[src/rtl/peak_ctrl_pkg.sv]
// Shared types for the peak detector sequencer: FSM encoding and event record layout.
package peak_ctrl_pkg;

    typedef enum logic [2:0] {
        ST_IDLE    = 3'd0,
        ST_DRST    = 3'd1,
        ST_WARMUP  = 3'd2,
        ST_ARMED   = 3'd3,
        ST_REFRACT = 3'd4
    } state_t;

    localparam int EVT_CNT_W = 16;
    localparam int THR_W     = 16;
    localparam int EVT_W     = EVT_CNT_W + THR_W + 2;

    typedef struct packed {
        logic [EVT_CNT_W-1:0] interval;
        logic [THR_W-1:0]     threshold;
        logic                 timeout;
        logic                 first;
    } evt_t;

    // Event width for a non-default interval counter width.
    function automatic int evt_width(input int cnt_w);
        return cnt_w + THR_W + 2;
    endfunction

endpackage

[src/rtl/peak_evt_fifo.sv]
// First-word-fall-through event FIFO: a push is visible at the head one clock later.
// Backpressure: a push into a full FIFO without a pop is dropped and flagged on drop.
module peak_evt_fifo #(
    parameter int DEPTH = 4,
    parameter int WIDTH = 8
) (
    input  logic             clk,
    input  logic             rst_n,
    input  logic             flush,
    input  logic             push,
    input  logic [WIDTH-1:0] push_dat,
    input  logic             pop,
    output logic [WIDTH-1:0] head_dat,
    output logic             full,
    output logic             empty,
    output logic             drop
);
    localparam int AW = $clog2(DEPTH);

    logic [WIDTH-1:0] mem [DEPTH];
    logic [AW:0]      wr_ptr;
    logic [AW:0]      rd_ptr;
    logic             do_pop;
    logic             do_push;

    assign empty    = (wr_ptr == rd_ptr);
    assign full     = (wr_ptr[AW] != rd_ptr[AW]) && (wr_ptr[AW-1:0] == rd_ptr[AW-1:0]);
    assign do_pop   = pop && !empty;
    // A pop frees the slot in the same cycle, so a full FIFO still accepts.
    assign do_push  = push && (!full || do_pop);
    assign drop     = push && !do_push;
    assign head_dat = mem[rd_ptr[AW-1:0]];

    always_ff @(posedge clk or negedge rst_n) begin
        if (!rst_n) begin
            wr_ptr <= '0;
            rd_ptr <= '0;
            for (int i = 0; i < DEPTH; i++) begin
                mem[i] <= '0;
            end
        end else if (flush) begin
            wr_ptr <= '0;
            rd_ptr <= '0;
        end else begin
            if (do_pop) begin
                rd_ptr <= rd_ptr + 1'b1;
            end
            if (do_push) begin
                mem[wr_ptr[AW-1:0]] <= push_dat;
                wr_ptr              <= wr_ptr + 1'b1;
            end
        end
    end

endmodule

[src/rtl/peak_detect_ctrl.sv]
// Peak detector sequencer: reset/warm-up, refractory gating, interval and timeout events.
// Events reach evt_valid one clock after the peak cycle; a full queue drops and counts.
module peak_detect_ctrl
    import peak_ctrl_pkg::*;
#(
    parameter int WARMUP_SAMPLES = 100,
    parameter int REFRACTORY     = 50,
    parameter int TIMEOUT        = 2000,
    parameter int CNT_W          = 16,
    parameter int FIFO_DEPTH     = 4,
    parameter int DET_RST_CYCLES = 2
) (
    input  logic             clk,
    input  logic             rst_n,
    input  logic             start,
    input  logic             stop,
    input  logic             sample_valid,
    input  logic             peak_in,
    input  logic [15:0]      thr_in,
    output logic             det_rst,
    output logic             busy,
    output logic             evt_valid,
    input  logic             evt_ready,
    output logic [CNT_W-1:0] evt_interval,
    output logic [15:0]      evt_threshold,
    output logic             evt_timeout,
    output logic             evt_first,
    output logic [7:0]       overflow_cnt,
    output logic [2:0]       state_dbg
);
    localparam int EW = evt_width(CNT_W);

    state_t           state, state_nxt;
    logic [CNT_W-1:0] phase_cnt, phase_nxt;
    logic [CNT_W-1:0] int_cnt, int_nxt;
    logic             first_q, first_nxt;
    logic             push, push_timeout, flush;
    logic [CNT_W-1:0] push_interval;
    logic [EW-1:0]    push_dat, head_dat;
    logic             fifo_full, fifo_empty, fifo_drop;

    always_ff @(posedge clk or negedge rst_n) begin
        if (!rst_n) begin
            state        <= ST_IDLE;
            phase_cnt    <= '0;
            int_cnt      <= '0;
            first_q      <= 1'b0;
            overflow_cnt <= '0;
        end else begin
            state     <= state_nxt;
            phase_cnt <= phase_nxt;
            int_cnt   <= int_nxt;
            first_q   <= first_nxt;
            if (flush) begin
                overflow_cnt <= '0;
            end else if (fifo_drop && overflow_cnt != 8'hFF) begin
                overflow_cnt <= overflow_cnt + 8'd1;
            end
        end
    end

    // phase_cnt is shared: DRST clocks, WARMUP strobes, REFRACT strobes.
    always_comb begin
        state_nxt     = state;
        phase_nxt     = phase_cnt;
        int_nxt       = int_cnt;
        first_nxt     = first_q;
        push          = 1'b0;
        push_timeout  = 1'b0;
        push_interval = int_cnt;
        flush         = 1'b0;
        case (state)
            ST_IDLE: begin
                if (start && !stop) begin
                    state_nxt = ST_DRST;
                    phase_nxt = '0;
                    int_nxt   = '0;
                    first_nxt = 1'b1;
                    flush     = 1'b1;
                end
            end
            ST_DRST: begin
                if (phase_cnt == CNT_W'(DET_RST_CYCLES - 1)) begin
                    state_nxt = ST_WARMUP;
                    phase_nxt = '0;
                end else begin
                    phase_nxt = phase_cnt + 1'b1;
                end
            end
            ST_WARMUP: begin
                if (sample_valid) begin
                    if (phase_cnt == CNT_W'(WARMUP_SAMPLES - 1)) begin
                        state_nxt = ST_ARMED;
                        int_nxt   = '0;
                    end else begin
                        phase_nxt = phase_cnt + 1'b1;
                    end
                end
            end
            ST_ARMED: begin
                if (peak_in) begin
                    push      = 1'b1;
                    int_nxt   = '0;
                    first_nxt = 1'b0;
                    state_nxt = ST_REFRACT;
                    phase_nxt = '0;
                end else if (sample_valid) begin
                    if (int_cnt == CNT_W'(TIMEOUT - 1)) begin
                        push          = 1'b1;
                        push_timeout  = 1'b1;
                        push_interval = CNT_W'(TIMEOUT);
                        int_nxt       = '0;
                        first_nxt     = 1'b0;
                    end else begin
                        int_nxt = int_cnt + 1'b1;
                    end
                end
            end
            ST_REFRACT: begin
                if (sample_valid) begin
                    int_nxt = int_cnt + 1'b1;
                    if (phase_cnt == CNT_W'(REFRACTORY - 1)) begin
                        state_nxt = ST_ARMED;
                    end else begin
                        phase_nxt = phase_cnt + 1'b1;
                    end
                end
            end
            default: state_nxt = ST_IDLE;
        endcase
        if (stop && state != ST_IDLE) begin
            state_nxt = ST_IDLE;
        end
    end

    assign push_dat = {push_interval, thr_in, push_timeout, first_q};

    peak_evt_fifo #(
        .DEPTH (FIFO_DEPTH),
        .WIDTH (EW)
    ) u_fifo (
        .clk      (clk),
        .rst_n    (rst_n),
        .flush    (flush),
        .push     (push),
        .push_dat (push_dat),
        .pop      (evt_valid && evt_ready),
        .head_dat (head_dat),
        .full     (fifo_full),
        .empty    (fifo_empty),
        .drop     (fifo_drop)
    );

    assign evt_valid = !fifo_empty;
    assign {evt_interval, evt_threshold, evt_timeout, evt_first} = head_dat;
    assign det_rst   = (state == ST_IDLE) || (state == ST_DRST);
    assign busy      = (state != ST_IDLE);
    assign state_dbg = state;

endmodule
[config.mk]
export PLATFORM = sky130hd
export DESIGN_NAME = peak_detect_ctrl
export DESIGN_NICKNAME = d
export VERILOG_FILES = /design/src/rtl/peak_ctrl_pkg.sv /design/src/rtl/peak_evt_fifo.sv /design/src/rtl/peak_detect_ctrl.sv
export SDC_FILE = /design/constraint.sdc
export NUM_CORES = 1
export LEC_CHECK = 0
export CAP_MARGIN = 25
export CELL_PAD_IN_SITES_DETAIL_PLACEMENT = 1
export CELL_PAD_IN_SITES_GLOBAL_PLACEMENT = 2
export CORE_AREA = 2 2 152 154
export CTS_CLUSTER_SIZE = 30
export DETAILED_ROUTE_END_ITERATION = 16
export DIE_AREA = 0 0 154 156
export PLACE_DENSITY = 0.85
export RECOVER_POWER = 50
export SYNTH_ARGS = -nofsm -noshare
export SYNTH_HDL_FRONTEND = slang
export SYNTH_SLANG_ARGS = --single-unit
[constraint.sdc]
create_clock -name clk -period 3.5 [get_ports clk]
set_input_delay 0.7 -clock clk [delete_from_list [all_inputs] [get_ports clk]]
set_output_delay 0.7 -clock clk [all_outputs]
set_load 0.01 [all_outputs]
# Yosys cells after proc, flatten, opt, wreduce, memory -nomap -nowiden
# Cells that the tools add are included.
dict set report op_classes {
  n_addsub 5
  order_cmp 3
  n_eq_ne 28
  muxes 53
  bitwise 3
  reduce_logical 28
}
# operator n
set ops {}
lappend ops {{$mux 16} 17}
lappend ops {{$bwmux 136} 1}
lappend ops {{$mux 34} 3}
lappend ops {{$pmux 16 s5} 1}
lappend ops {{$bmux 34 s2} 1}
lappend ops {{$demux 34 s2} 1}
lappend ops {{$pmux 16 s4} 1}
lappend ops {{$mux 3} 12}
lappend ops {{$add 16x1->16 const B} 2}
lappend ops {{$ne 3x3->1 const B} 9}
lappend ops {{$eq 16x1->1 const B} 1}
lappend ops {{$eq 16x11->1 const B} 1}
lappend ops {{$eq 16x6->1 const B} 1}
lappend ops {{$eq 16x7->1 const B} 1}
lappend ops {{$mux 8} 2}
lappend ops {{$pmux 3 s5} 1}
lappend ops {{$ne 2x2->1 const B} 7}
lappend ops {{$reduce_and 7->1} 2}
lappend ops {{$mux 1} 12}
lappend ops {{$logic_and 1x1->1} 9}
lappend ops {{$add 8x1->8 const B} 1}
lappend ops {{$ne 8x8->1 const B} 1}
lappend ops {{$reduce_bool 2->1} 4}
lappend ops {{$add 3x1->3 const B} 2}
lappend ops {{other kinds (20)} 27}
dict set report word_totals {
  ff_bits 186
  inputBits 23
  out_inout_bits 48
}

# Longest topological paths before layout
dict set report logic_depth {
  depth_word 11
  depth_mapped 10
}

# Modules after synthesis
# A second synthesis with hierarchy kept.
dict set report hier_totals {
  hier_cells 723
  area_unflattened_um2 9799.4
}
# module n_inst cells_each area_each_um2 seq_area_each_um2
set modules_own_cells {}
lappend modules_own_cells {peak_evt_fifo 1 385 6891.6 3553.4}
lappend modules_own_cells {peak_detect_ctrl 1 338 2907.8 1101.1}

# Worst setup path before layout
# Ideal clock, no wire load.
dict set report synth_path {
  path_kind {reg-to-output}
  start {register u_fifo.rd_ptr[0]}
  end {output port evt_interval[0]}
  arrival_time_ns 1.893
  required_time_ns 2.800
  slack_ns 0.907
  path_stages_with_launch 4
  n_path_buf 2
  path_cell_list {dfrtp_1 > clkbuf_1 > buf_1 > mux4_2}
}
dict set report synth_between {
  elab_chain_cells 4
}
# item line
set synth_rtl {}
lappend synth_rtl {{from (decl)} peak_evt_fifo.sv:22} ;# logic [AW:0] rd_ptr;
lappend synth_rtl {{from (signal assigned)} peak_evt_fifo.sv:46} ;# rd_ptr <= rd_ptr + 1'b1;
lappend synth_rtl {{$not 2->3 (not written as such)} peak_evt_fifo.sv:32} ;# assign head_dat = mem[rd_ptr[AW-1:0]];
lappend synth_rtl {{$bmux 34 s2} peak_evt_fifo.sv:32}
lappend synth_rtl {{$mux 34 (not written as such) (2 in series)} peak_evt_fifo.sv:32}
lappend synth_rtl {{to (decl)} peak_detect_ctrl.sv:24} ;# output logic [CNT_W-1:0] evt_interval,
# Every way passes these cells. The select of a mux whose other input is x is not followed.

# Final worst setup path
dict set report layout_path {
  start {register int_cnt[0]}
  end {register u_fifo.mem[124] in the netlist's numbering}
}
dict set report layout_between {
  elab_chain_cells 7
  elab_cells_between_ends 12
}
# item line
set layout_rtl {}
lappend layout_rtl {{from (decl)} peak_detect_ctrl.sv:35} ;# logic [CNT_W-1:0] int_cnt, int_nxt;
lappend layout_rtl {{from (signal assigned)} peak_detect_ctrl.sv:52} ;# int_cnt <= int_nxt;
lappend layout_rtl {{$eq 16x11->1 (*)} peak_detect_ctrl.sv:108} ;# if (int_cnt == CNT_W'(TIMEOUT - 1)) begin
lappend layout_rtl {{$mux 1} peak_detect_ctrl.sv:108}
lappend layout_rtl {{$mux 1} peak_detect_ctrl.sv:107} ;# end else if (sample_valid) begin
lappend layout_rtl {{$mux 1} peak_detect_ctrl.sv:101} ;# if (peak_in) begin
lappend layout_rtl {{$mux 1} peak_detect_ctrl.sv:72} ;# case (state)
lappend layout_rtl {{$logic_and 1x1->1} peak_evt_fifo.sv:30} ;# assign do_push = push && (!full || do_pop);
lappend layout_rtl {{$reduce_and 2->1 (no source line)} n/a}
lappend layout_rtl {{to (signal, indexed assignment)} peak_evt_fifo.sv:49} ;# mem[wr_ptr[AW-1:0]] <= push_dat;
lappend layout_rtl {{to (decl)} peak_evt_fifo.sv:20} ;# logic [WIDTH-1:0] mem [DEPTH];
# Mark *: on every way between the ends. The rest lies on a longest branch, timed or not.
# A chain may end at the register's enable or synchronous reset.

==> results.rst <==
.. list-table::
   :header-rows: 1

   * - Metric
     - Value
   * - Clock network latency to the later pin of the worst-skew pair
     - 430 ps
   * - Worst clock skew
     - 14.4 ps
   * - Violated checks
     - capacitance limit, slew limit
   * - Die Area
     - 0.0240 mm^2
   * - RSZ-0062 raised after global routing
     - false
   * - Initial drt markers
     - 244
   * - Part of the total power dissipated in the clock network
     - 0.245
   * - Internal power
     - 5.28 mW
   * - Final period utilization
     - 0.895
   * - Worst hold path class
     - flop to flop
   * - Leakage power
     - 4.62 nW
   * - Most common cell after layout, fill and taps aside
     - dfrtp_1
   * - Cells after synthesis
     - 683
   * - Ant diodes
     - 0
   * - Delay-heaviest family, CP
     - simple AND/OR/NAND/NOR gates
   * - Synth async-reset ratio
     - 1.00
   * - Sequential share of the synthesized area
     - 0.513
   * - DRC violation count after routing
     - 0
   * - Largest stage delay on the critical path
     - 570 ps
   * - Worst vdd ir
     - 0.000337 V
   * - Number of hold violations in the final report
     - 0
   * - Library cells used by synthesis
     - 56
   * - Final design utilization
     - 0.470
   * - Endpoint type of the worst setup path
     - flop
   * - Effective utilization at floorplan
     - 0.405
   * - RePlAce Congestion
     - 0.792
   * - Average vias per placed instance
     - 5.61
   * - Largest cells by area after synthesis
     - dfrtp_1 (51%), mux2_2 (16%), mux4_2 (8.4%)
   * - WL/cell
     - 20.0 um
   * - Number of iterations in the first detailed-routing pass
     - 4
   * - Initial antenna violation count
     - 0
   * - Post-synth top flop
     - dfrtp_1
   * - Pin count of the biggest net entering global routing
     - 73
   * - Clock Root Buffer
     - clkbuf_16
   * - Worst slew pin tran
     - 1870 ps
   * - Sum of overflow across all layers after global routing
     - 0
   * - Post-cts sizing count
     - 0
   * - Total Power
     - 7.80 mW
   * - Buf+Inv Stages, Crit Path
     - 1
   * - Power dissipated by switching net loads
     - 2.52 mW
   * - Relative area change from synthesis to final layout
     - 15.9%
   * - Mean area per synthesized cell
     - 13.3 um^2
   * - Cts-stage hold buffer count
     - 0
   * - Library cell with the largest summed area after synthesis
     - dfrtp_1
   * - Chain of cells forming the critical path
     - ha_1 -> nand3_1 -> or2_2 -> o41a_1 -> nor3_1 -> and2_1 -> buf_4 -> mux2_2
   * - Fraction of layout instances using a drive strength above 1
     - 0.290
   * - Mapped cell area
     - 0.00907 mm^2
   * - Switching fraction of total power
     - 0.323
   * - Required time worst endpoint
     - 3800 ps
   * - CTS tree
     - done
   * - Final standard cell count with taps included and fillers excluded
     - 1050
   * - Vias in the first global route
     - 6718
   * - Sum of negative setup slack
     - 0 ps
   * - Arrival time worst endpoint
     - 3440 ps
   * - Final Slew Violations
     - 72
   * - Overall via count from detail_route
     - 5887
   * - Crit path max-delay cell type
     - nor3_1
   * - Max-slew headroom
     - -0.247
   * - Syn nets
     - 715
   * - Count of filler cells inserted in the layout
     - 2269
   * - Total detailed-routing wirelength
     - 21000 um
   * - Total of buffers placed on input and output ports
     - 70
   * - H-tree Lvls
     - 4
   * - Clock Path Buffers
     - 2
   * - Die outline height
     - 156 um
   * - Setup violation total in the final timing report
     - 0
   * - Run status
     - finished, violations left
   * - #FFs+latches synth
     - 186
   * - Crit path launch type
     - flop
   * - Total power per unit cell area
     - 742 mW/mm^2
   * - Number of nets in the layout
     - 784
   * - Top library cells by usage in the layout, fill and taps aside
     - dfrtp_1 (185), mux2_2 (128), clkdlybuf4s50_1 (58)
   * - Count of synthesis-stage warnings from yosys
     - 0
   * - Number of max-capacitance violations reported
     - 1
   * - Placeable Area
     - 0.0224 mm^2
   * - Site row count
     - 55
   * - Sink Count
     - 186
   * - Number of clock buffers inserted by TritonCTS
     - 17
   * - Clock input transition at the sequential cells of the worst setup and hold paths
     - 70 ps
   * - Antenna violation net count after detailed routing
     - 0
   * - Critical setup path kind
     - flop to flop
   * - Detailed Place HPWL
     - 14000 um
   * - Top-Level Pins
     - 71
   * - Area share of the largest cell type after synthesis
     - 0.513
   * - Sequential cell fraction of total power
     - 0.400
   * - Post-synth EDFFs
     - 0
   * - Total global-route track usage
     - 0.184
   * - Max Fclk
     - 319 MHz
   * - Global-route wire length before repair
     - 35100 um
   * - Number of buffers inserted by post-CTS setup repair
     - 0
   * - CP Max Fanout
     - 17
   * - DP Cell Count
     - 1018
   * - Post-layout min period
     - 3130 ps
   * - Combinational share of power
     - 0.355
   * - Die Width
     - 154 um
[power groups by stage]
stage | clock, mW | sequential [mW] | combinational, mW
3_3_place_gp | 0 | 3.09 | 2.72
2_1_floorplan | 0 | 2.97 | 1.87
4_1_cts | 1.95 | 3.13 | 2.85
5_1_grt | 2.05 | 3.21 | 3.02
6_report | 1.91 | 3.12 | 2.77
3_5_place_dp | 0 | 3.16 | 2.83
[synthesized netlist by cell type, drive strengths merged, types with 11 or more instances]
library cell  instances
mux4                 34
nand3                19
nor2                 26
o21ai                39
dfrtp               186
a21oi                14
o31ai                20
nand2                31
inv                  11
buf                  22
clkbuf               20
mux2                137
[layer usage]
metal / global-route usage / part of all wire
met3: 0.0408 / 0.029
met2: 0.321 / 0.51
met5: 0 / 0
met4: 0.0512 / 0.012
met1: 0.231 / 0.45
[cell families (layout without fill, tap and decap cells)]
family | count (synthesis) | in the layout | share of synthesized area
fa+ha+maj | 9 | 9 | 0.0124
flops | 186 | 186 | 0.513
simple gates | 146 | 146 | 0.0882
compound gates | 104 | 104 | 0.0734
buf+inv | 53 | 135 | 0.0443
mux | 174 | 174 | 0.258
xor+xnor | 11 | 11 | 0.0106
[stage by stage]
step | setup WS [ps] | hold slack [ps] | instance area, um^2
after detailed placement | 270 | 477 | 9980
after CTS | 381 | 306 | 10600
after floorplan | 907 | 404 | 9070
final | 366 | 490 | 10500
after global routing | 182 | 508 | 10500
after global placement | 332 | 462 | 9980
[state kept, by name (all words and copies together), names as in the netlist]
name and flops:
first_q 1, int_cnt 16, overflow_cnt 8, phase_cnt 16, state_dbg 3, u_fifo.mem 136, u_fifo.rd_ptr 3, u_fifo.wr_ptr 3
[path summary, 6_finish.rpt]
check,from,endpoint,slack (ps),cells past startpoint
hold / removal,u_fifo.mem[131]$_DFFE_PN0P_,u_fifo.mem[131]$_DFFE_PN0P_,490,1
max in group asynchronous,rst_n,u_fifo.rd_ptr[0]$_DFFE_PN0P_,810,2
setup reg to reg,int_cnt[0]$_DFFE_PN0P_,u_fifo.mem[124]$_DFFE_PN0P_,370,8
min in group asynchronous,rst_n,u_fifo.mem[84]$_DFFE_PN0P_,780,1
setup / recovery,int_cnt[0]$_DFFE_PN0P_,u_fifo.mem[124]$_DFFE_PN0P_,370,8
hold reg to reg,u_fifo.mem[131]$_DFFE_PN0P_,u_fifo.mem[131]$_DFFE_PN0P_,490,1
[final cells by class]
cell class              count  area, um^2  area share
clock buffers              17         425      0.0405
clock inverters            15         159      0.0151
inverters                  11        41.3     0.00393
multi-input cells         444        4000       0.381
flip-flops and latches    186        4660       0.443
well taps                 285         357      0.0339
repair buffers             92         875      0.0832
(Power assumes the default switching activity.)
